File: config.mk
export PLATFORM = sky130hd
export DESIGN_NAME = d7s_seq
export DESIGN_NICKNAME = d
export VERILOG_FILES = /design/src/rtl/d7s_seq.sv
export SDC_FILE = /design/constraint.sdc
export NUM_CORES = 1
export LEC_CHECK = 0
export BUFFER_PORTS_ARGS = -buffer_cell sky130_fd_sc_hd__buf_2
export CAP_MARGIN = 40
export CORE_MARGIN = 2
export CORE_UTILIZATION = 52
export DETAILED_ROUTE_END_ITERATION = 12
export PLACE_DENSITY = 0.76
export SYNTH_ARGS = -nofsm -noshare
export SYNTH_HDL_FRONTEND = slang
export SYNTH_SLANG_ARGS = --single-unit
export TNS_END_PERCENT = 10
File: constraint.sdc
create_clock -name clk -period 2.3 [get_ports clk]
set_clock_uncertainty 0.2 [all_clocks]
set_input_delay 0.69 -clock clk [delete_from_list [all_inputs] [get_ports clk]]
set_output_delay 0.69 -clock clk [all_outputs]
set_load 0.01 [all_outputs]
File: src/rtl/d7s_seq.sv
// Sequential binary-to-7-segment converter: iterative double-dabble behind a start/ready handshake,
// with leading-zero blanking, optional sign digit and overflow detection.
module d7s_seq #(
  parameter int WIDTH       = 8,
  parameter int DIGITS      = 3,
  parameter int SIGNED      = 0,
  parameter int BLANK_ZEROS = 1,
  parameter int ACTIVE_LOW  = 1
) (
  input  logic                  clk,
  input  logic                  reset,
  input  logic                  start,
  input  logic [WIDTH-1:0]      read_data,
  output logic                  ready,
  output logic                  busy,
  output logic                  done,
  output logic                  overflow,
  output logic [7*DIGITS-1:0]   seg
);
  localparam int ND = (SIGNED != 0) ? DIGITS - 1 : DIGITS;
  localparam int BW = 4 * ND;
  localparam int CW = $clog2(WIDTH + 1);
  localparam logic [7*DIGITS-1:0] BLANK_ALL = (ACTIVE_LOW != 0) ? {7*DIGITS{1'b1}} : {7*DIGITS{1'b0}};

  typedef enum logic [1:0] {S_IDLE, S_SHIFT, S_DONE} state_t;

  state_t              r_state, w_next;
  logic [WIDTH-1:0]    r_mag, w_mag_in;
  logic [BW-1:0]       r_bcd, w_bcd_adj, w_bcd_nxt;
  logic                r_neg, r_ovf, w_carry, w_ovf_nxt;
  logic [CW-1:0]       r_cnt;
  logic [7*DIGITS-1:0] r_seg, w_seg;
  logic                r_overflow, w_accept, w_last, w_lead;

  function automatic logic [6:0] enc(input logic [3:0] d);
    case (d)
      4'd0:    enc = 7'h3F;
      4'd1:    enc = 7'h06;
      4'd2:    enc = 7'h5B;
      4'd3:    enc = 7'h4F;
      4'd4:    enc = 7'h66;
      4'd5:    enc = 7'h6D;
      4'd6:    enc = 7'h7D;
      4'd7:    enc = 7'h07;
      4'd8:    enc = 7'h7F;
      4'd9:    enc = 7'h6F;
      default: enc = 7'h00;
    endcase
  endfunction

  function automatic logic [6:0] pol(input logic [6:0] s);
    return (ACTIVE_LOW != 0) ? ~s : s;
  endfunction

  function automatic logic [BW-1:0] add3(input logic [BW-1:0] b);
    logic [BW-1:0] r;
    r = b;
    for (int k = 0; k < ND; k++)
      if (b[4*k +: 4] >= 4'd5) r[4*k +: 4] = b[4*k +: 4] + 4'd3;
    return r;
  endfunction

  assign w_mag_in  = (SIGNED != 0 && read_data[WIDTH-1]) ? ({WIDTH{1'b0}} - read_data) : read_data;
  assign w_accept  = start && ready;
  assign w_last    = (r_cnt == CW'(1));
  assign w_bcd_adj = add3(r_bcd);
  // The bit leaving the top BCD digit is the decimal carry that no longer fits.
  assign {w_carry, w_bcd_nxt} = {w_bcd_adj, r_mag[WIDTH-1]};
  assign w_ovf_nxt = r_ovf | w_carry;
  assign overflow  = r_overflow;
  assign seg       = r_seg;

  always_comb begin
    w_seg  = BLANK_ALL;
    w_lead = 1'b1;
    for (int k = ND - 1; k >= 0; k--) begin
      if (w_bcd_nxt[4*k +: 4] != 4'd0 || k == 0 || w_ovf_nxt || BLANK_ZEROS == 0) w_lead = 1'b0;
      w_seg[7*k +: 7] = pol(w_lead ? 7'h00 : enc(w_bcd_nxt[4*k +: 4]));
    end
    if (SIGNED != 0) w_seg[7*(DIGITS-1) +: 7] = pol(r_neg ? 7'h40 : 7'h00);
  end

  always_ff @(posedge clk) begin
    if (reset) r_state <= S_IDLE;
    else       r_state <= w_next;
  end

  always_comb begin
    w_next = r_state;
    case (r_state)
      S_IDLE:  if (w_accept) w_next = S_SHIFT;
      S_SHIFT: if (w_last)   w_next = S_DONE;
      S_DONE:  w_next = S_IDLE;
      default: w_next = S_IDLE;
    endcase
  end

  always_comb begin
    ready = (r_state == S_IDLE) && !reset;
    busy  = (r_state == S_SHIFT) || (r_state == S_DONE);
    done  = (r_state == S_DONE);
  end

  always_ff @(posedge clk) begin
    if (reset) begin
      r_seg      <= BLANK_ALL;
      r_overflow <= 1'b0;
      r_ovf      <= 1'b0;
      r_cnt      <= '0;
    end else if (w_accept) begin
      r_ovf <= 1'b0;
      r_cnt <= CW'(WIDTH);
    end else if (r_state == S_SHIFT) begin
      r_ovf <= w_ovf_nxt;
      r_cnt <= r_cnt - CW'(1);
      if (w_last) begin
        r_seg      <= w_seg;
        r_overflow <= w_ovf_nxt;
      end
    end
  end

  always_ff @(posedge clk) begin
    if (w_accept) begin
      r_mag <= w_mag_in;
      r_neg <= (SIGNED != 0) && read_data[WIDTH-1];
      r_bcd <= '0;
    end else if (r_state == S_SHIFT) begin
      r_mag <= {r_mag[WIDTH-2:0], 1'b0};
      r_bcd <= w_bcd_nxt;
    end
  end
endmodule

==> results by group <==
Status
  – Run status: finished, final reports clean

Setup path
  – Critical path cell sequence: inv_1 -> ha_1 -> nand2b_4 -> a21oi_4 -> xnor2_2 -> ha_1 -> o21ai_1 -> and3_1 -> a211o_1
  – Buffers and inverters on the worst path: 1
  – Element type at the critical path end: flop
  – Startpoint of the lowest-slack register-to-register path: r_bcd[1]
  – Peak per-stage delay on the critical path: 0.33 ns
  – Data arrival time of the critical path: 2.21 ns
  – Master of the slowest instance on the critical path: sky130_fd_sc_hd__dfxtp_2
  – Data required time of the worst path: 2.30 ns
  – Worst Setup SP: r_bcd[1]
  – Maximum fanout along the worst path: 4
  – Cell type with the highest occurrence count on the critical path: sky130_fd_sc_hd__ha_1
  – Critical path endpoint: seg[1]
  – Capture point of the worst reg-to-reg path: seg[1]
  – Register-to-register setup slack: 0.09 ns
  – Startpoint type of the worst setup path: flop
  – Kind of critical path: reg2reg
  – Number of cells on the critical path: 9
  – Worst reg2reg path depth: 9
  – Kind of cell adding the most delay to the critical path: compound AO/OA/AOI/OAI gates

Clock tree
  – Largest buffer count on any clock path: 2
  – Number of clock buffers inserted by TritonCTS: 5
  – CTS tree: yes
  – Clk_lat worst skew: 0.30 ns
  – Clk root buf: sky130_fd_sc_hd__clkbuf_8
  – Setup bufs post-CTS: 0
  – # H-tree levels: 2
  – CTS clk-pin slew, worst paths: 0.08 ns
  – Clock Sink Count: 49

Die
  – Num rows: 26
  – Die boundary width: 77.6 um
  – Initial core utilization: 54.5%
  – Die Footprint: 0.00603 mm^2
  – I/O pin cnt: 36
  – Area of the core: 0.00517 mm^2
  – Die boundary height: 77.6 um

Yosys
  – Part of the Yosys area used for sequential elements: 37.6%
  – Ys Warns: 0
  – Number of distinct library cells after synthesis: 63
  – Mapped Cells: 314
  – Flip-flop and latch count after synthesis: 49
  – Syn nets: 348
  – Area of the mapped netlist: 0.00282 mm^2
  – Syn_area_per_cell: 8.98 um^2
  – Main synth FF type: sky130_fd_sc_hd__dfxtp_1
  – Post-synth EDFFs: 8
  – Post-synth ARST share: 0%

Place
  – Final weighted congestion of routability-driven global placement: 0.887
  – Cell area after placement: 0.00324 mm^2
  – Sum of net half-perimeters after detailed placement: 4580 um
  – Count of buffers from port buffering: 35

Global route
  – Total global-route track usage: 20.4%
  – Maximum number of pins on one net before global-route repair: 22
  – Via count of the first global-routing pass: 2263
  – Wire length of the first global-routing pass: 10100 um
  – Sum of overflow across all layers after global routing: 0
  – Antenna violations before repair: 0

Cells and area
  – Share of cells above drive strength 1: 30.7%
  – Post-layout nets: 405
  – Most frequent cells in the layout: sky130_fd_sc_hd__buf_2, sky130_fd_sc_hd__dfxtp_1, sky130_fd_sc_hd__nor2_1
  – Synthesis-to-layout area growth: 20.6%
  – # fillers: 419
  – Core occupancy in the finished layout: 65.8%
  – Post-route design area: 0.00340 mm^2
  – Antenna diodes: 0

Pwr
  – Switching share of total power: 43.9%
  – Leakage Power: 1.39 nW
  – Sw power: 2.05 mW
  – Maximum vdd drop: 653 uV
  – Proportion of power drawn by the clock network: 10.9%
  – Power per standard cell area: 1370 mW/mm^2
  – Comb power frac: 62.1%
  – Design internal power: 2.61 mW
  – Part of the total power dissipated in sequential elements: 27.1%

Drt
  – Drt total wl: 6030 um
  – Wirelength per Cell: 13.7 um
  – Iteration-0 DRC count of the detailed router: 94
  – Number of vias per cell after detailed routing: 5.39
  – Via count: 2376
  – Antenna viol nets, final: 0
  – DRT Pass-1 Iters: 4
  – DRC: 0

Run
  – Maximum Capacitance Violations: 0

STA
  – Post-route clock period utilization: 96.2%
  – Max Slew Vio Count: 0
  – Final hold viol count: 0
  – Slew Limit Headroom: 69.9%
  – Slew at the pin closest to its max-slew limit: 0.440 ns
  – Number of setup violations in the final report: 0
  – Peak Freq: 452 MHz
  – Final Critical Period: 2.21 ns

Worst hold path
  – HP Class: reg2reg
[power by group through the flow]
stage	combinational (mW)	clock, mW	sequential (mW)
detailed placement	2.66	0	1.26
global route	3.22	0.554	1.29
floorplan	1.89	0	1.22
finish	2.89	0.506	1.26
CTS	2.68	0.522	1.25
global placement	2.62	0	1.25
[how the worst min path moves through the flow]
stage	start	end	slack, ns	depth (start not counted)
6_report	overflow	overflow	0.25	2
5_1_grt	overflow	overflow	0.29	2
4_1_cts	overflow	overflow	0.25	2
3_5_place_dp	overflow	overflow	0.24	2
3_3_place_gp	overflow	overflow	0.24	2
2_1_floorplan	r_cnt[1]	r_cnt[1]	0.27	2
[synthesized netlist by cell type (all sizes together) (3+ instances only)]
| library cell | n | area, um^2 |
|---|---|---|
| a31oi | 10 | 62.6 |
| nor3 | 11 | 60.1 |
| a211oi | 12 | 95.1 |
| ha | 23 | 288 |
| nor3b | 3 | 22.5 |
| and3 | 4 | 25.0 |
| nor2b | 3 | 18.8 |
| nand3 | 5 | 25.0 |
| a21o | 3 | 23.8 |
| and2 | 5 | 31.3 |
| buf | 7 | 37.5 |
| dfxtp | 41 | 821 |
| o21a | 3 | 23.8 |
| nand2 | 23 | 88.8 |
| o21ai | 14 | 85.1 |
| a2111oi | 3 | 45.1 |
| inv | 20 | 75.1 |
| clkbuf | 7 | 30.0 |
| nor2 | 35 | 134 |
| mux2i | 7 | 73.8 |
| nand2b | 6 | 37.5 |
| a21oi | 23 | 130 |
| mux2 | 10 | 116 |
| edfxtp | 8 | 240 |
| xnor2 | 3 | 26.3 |
[tightest hold or removal path, stage by stage (launching register included)]
cell and delay, ns:
sky130_fd_sc_hd__dfxtp_1 0.31, sky130_fd_sc_hd__nand2_1 0.05, sky130_fd_sc_hd__a21oi_1 0.05
[logic make-up (layout without fill, tap and decap cells)]
logic type	count (synthesis)	after routing	synth area share, %
buffers and inverters	35	92	5.19
XOR/XNOR	5	5	1.55
AND/OR/NAND/NOR	101	101	17.2
adder cells (fa/ha/maj)	23	23	10.2
AO/OA/AOI/OAI	84	84	21.5
multiplexers	17	17	6.74
flip-flops	49	49	37.6
[through the flow]
step	std cells	total power [mW]	hold WS [ns]	setup slack [ns]	TNS [ns]
floorplan	314	3.11	0.268	-0.0224	-0.0448
global placement	434	3.88	0.240	0.0664	0
detailed placement	434	3.92	0.243	0.0216	0
CTS	441	4.45	0.254	-0.00849	-0.0166
global route	441	5.07	0.288	-0.00895	-0.0257
finish	441	4.66	0.253	0.0884	0
[registers in the layout, summed over array words and instances, names as in the netlist]
signal / count
overflow: 1
r_bcd: 12
r_cnt: 4
r_mag: 8
r_ovf: 1
r_state: 2
seg: 21
[timing repair]
item,in CTS,in global routing
endpoints found under the setup margin,2,19
hold endpoints to repair,0,0
gates resized for setup,0,19
pin swaps,0,7
hold buffers,0,0
[final cells by class]
type	count	area, um^2	share of cell area [%]
clock buffers	7	86.3	2.54
flip-flops and latches	49	1070	31.4
repair buffers	64	397	11.7
well taps	70	87.6	2.57
inverters	21	78.8	2.32
multi-input cells	230	1680	49.5
[per-layer routing]
layer	track usage [%]	up-vias	wire length [um]
li1	-	1224	-
met5	0	-	0
met1	25.8	1085	2720
met4	6.07	0	70
met3	4.07	10	282
met2	34.9	57	2950
Note: power is estimated with default switching activity, not from simulation.
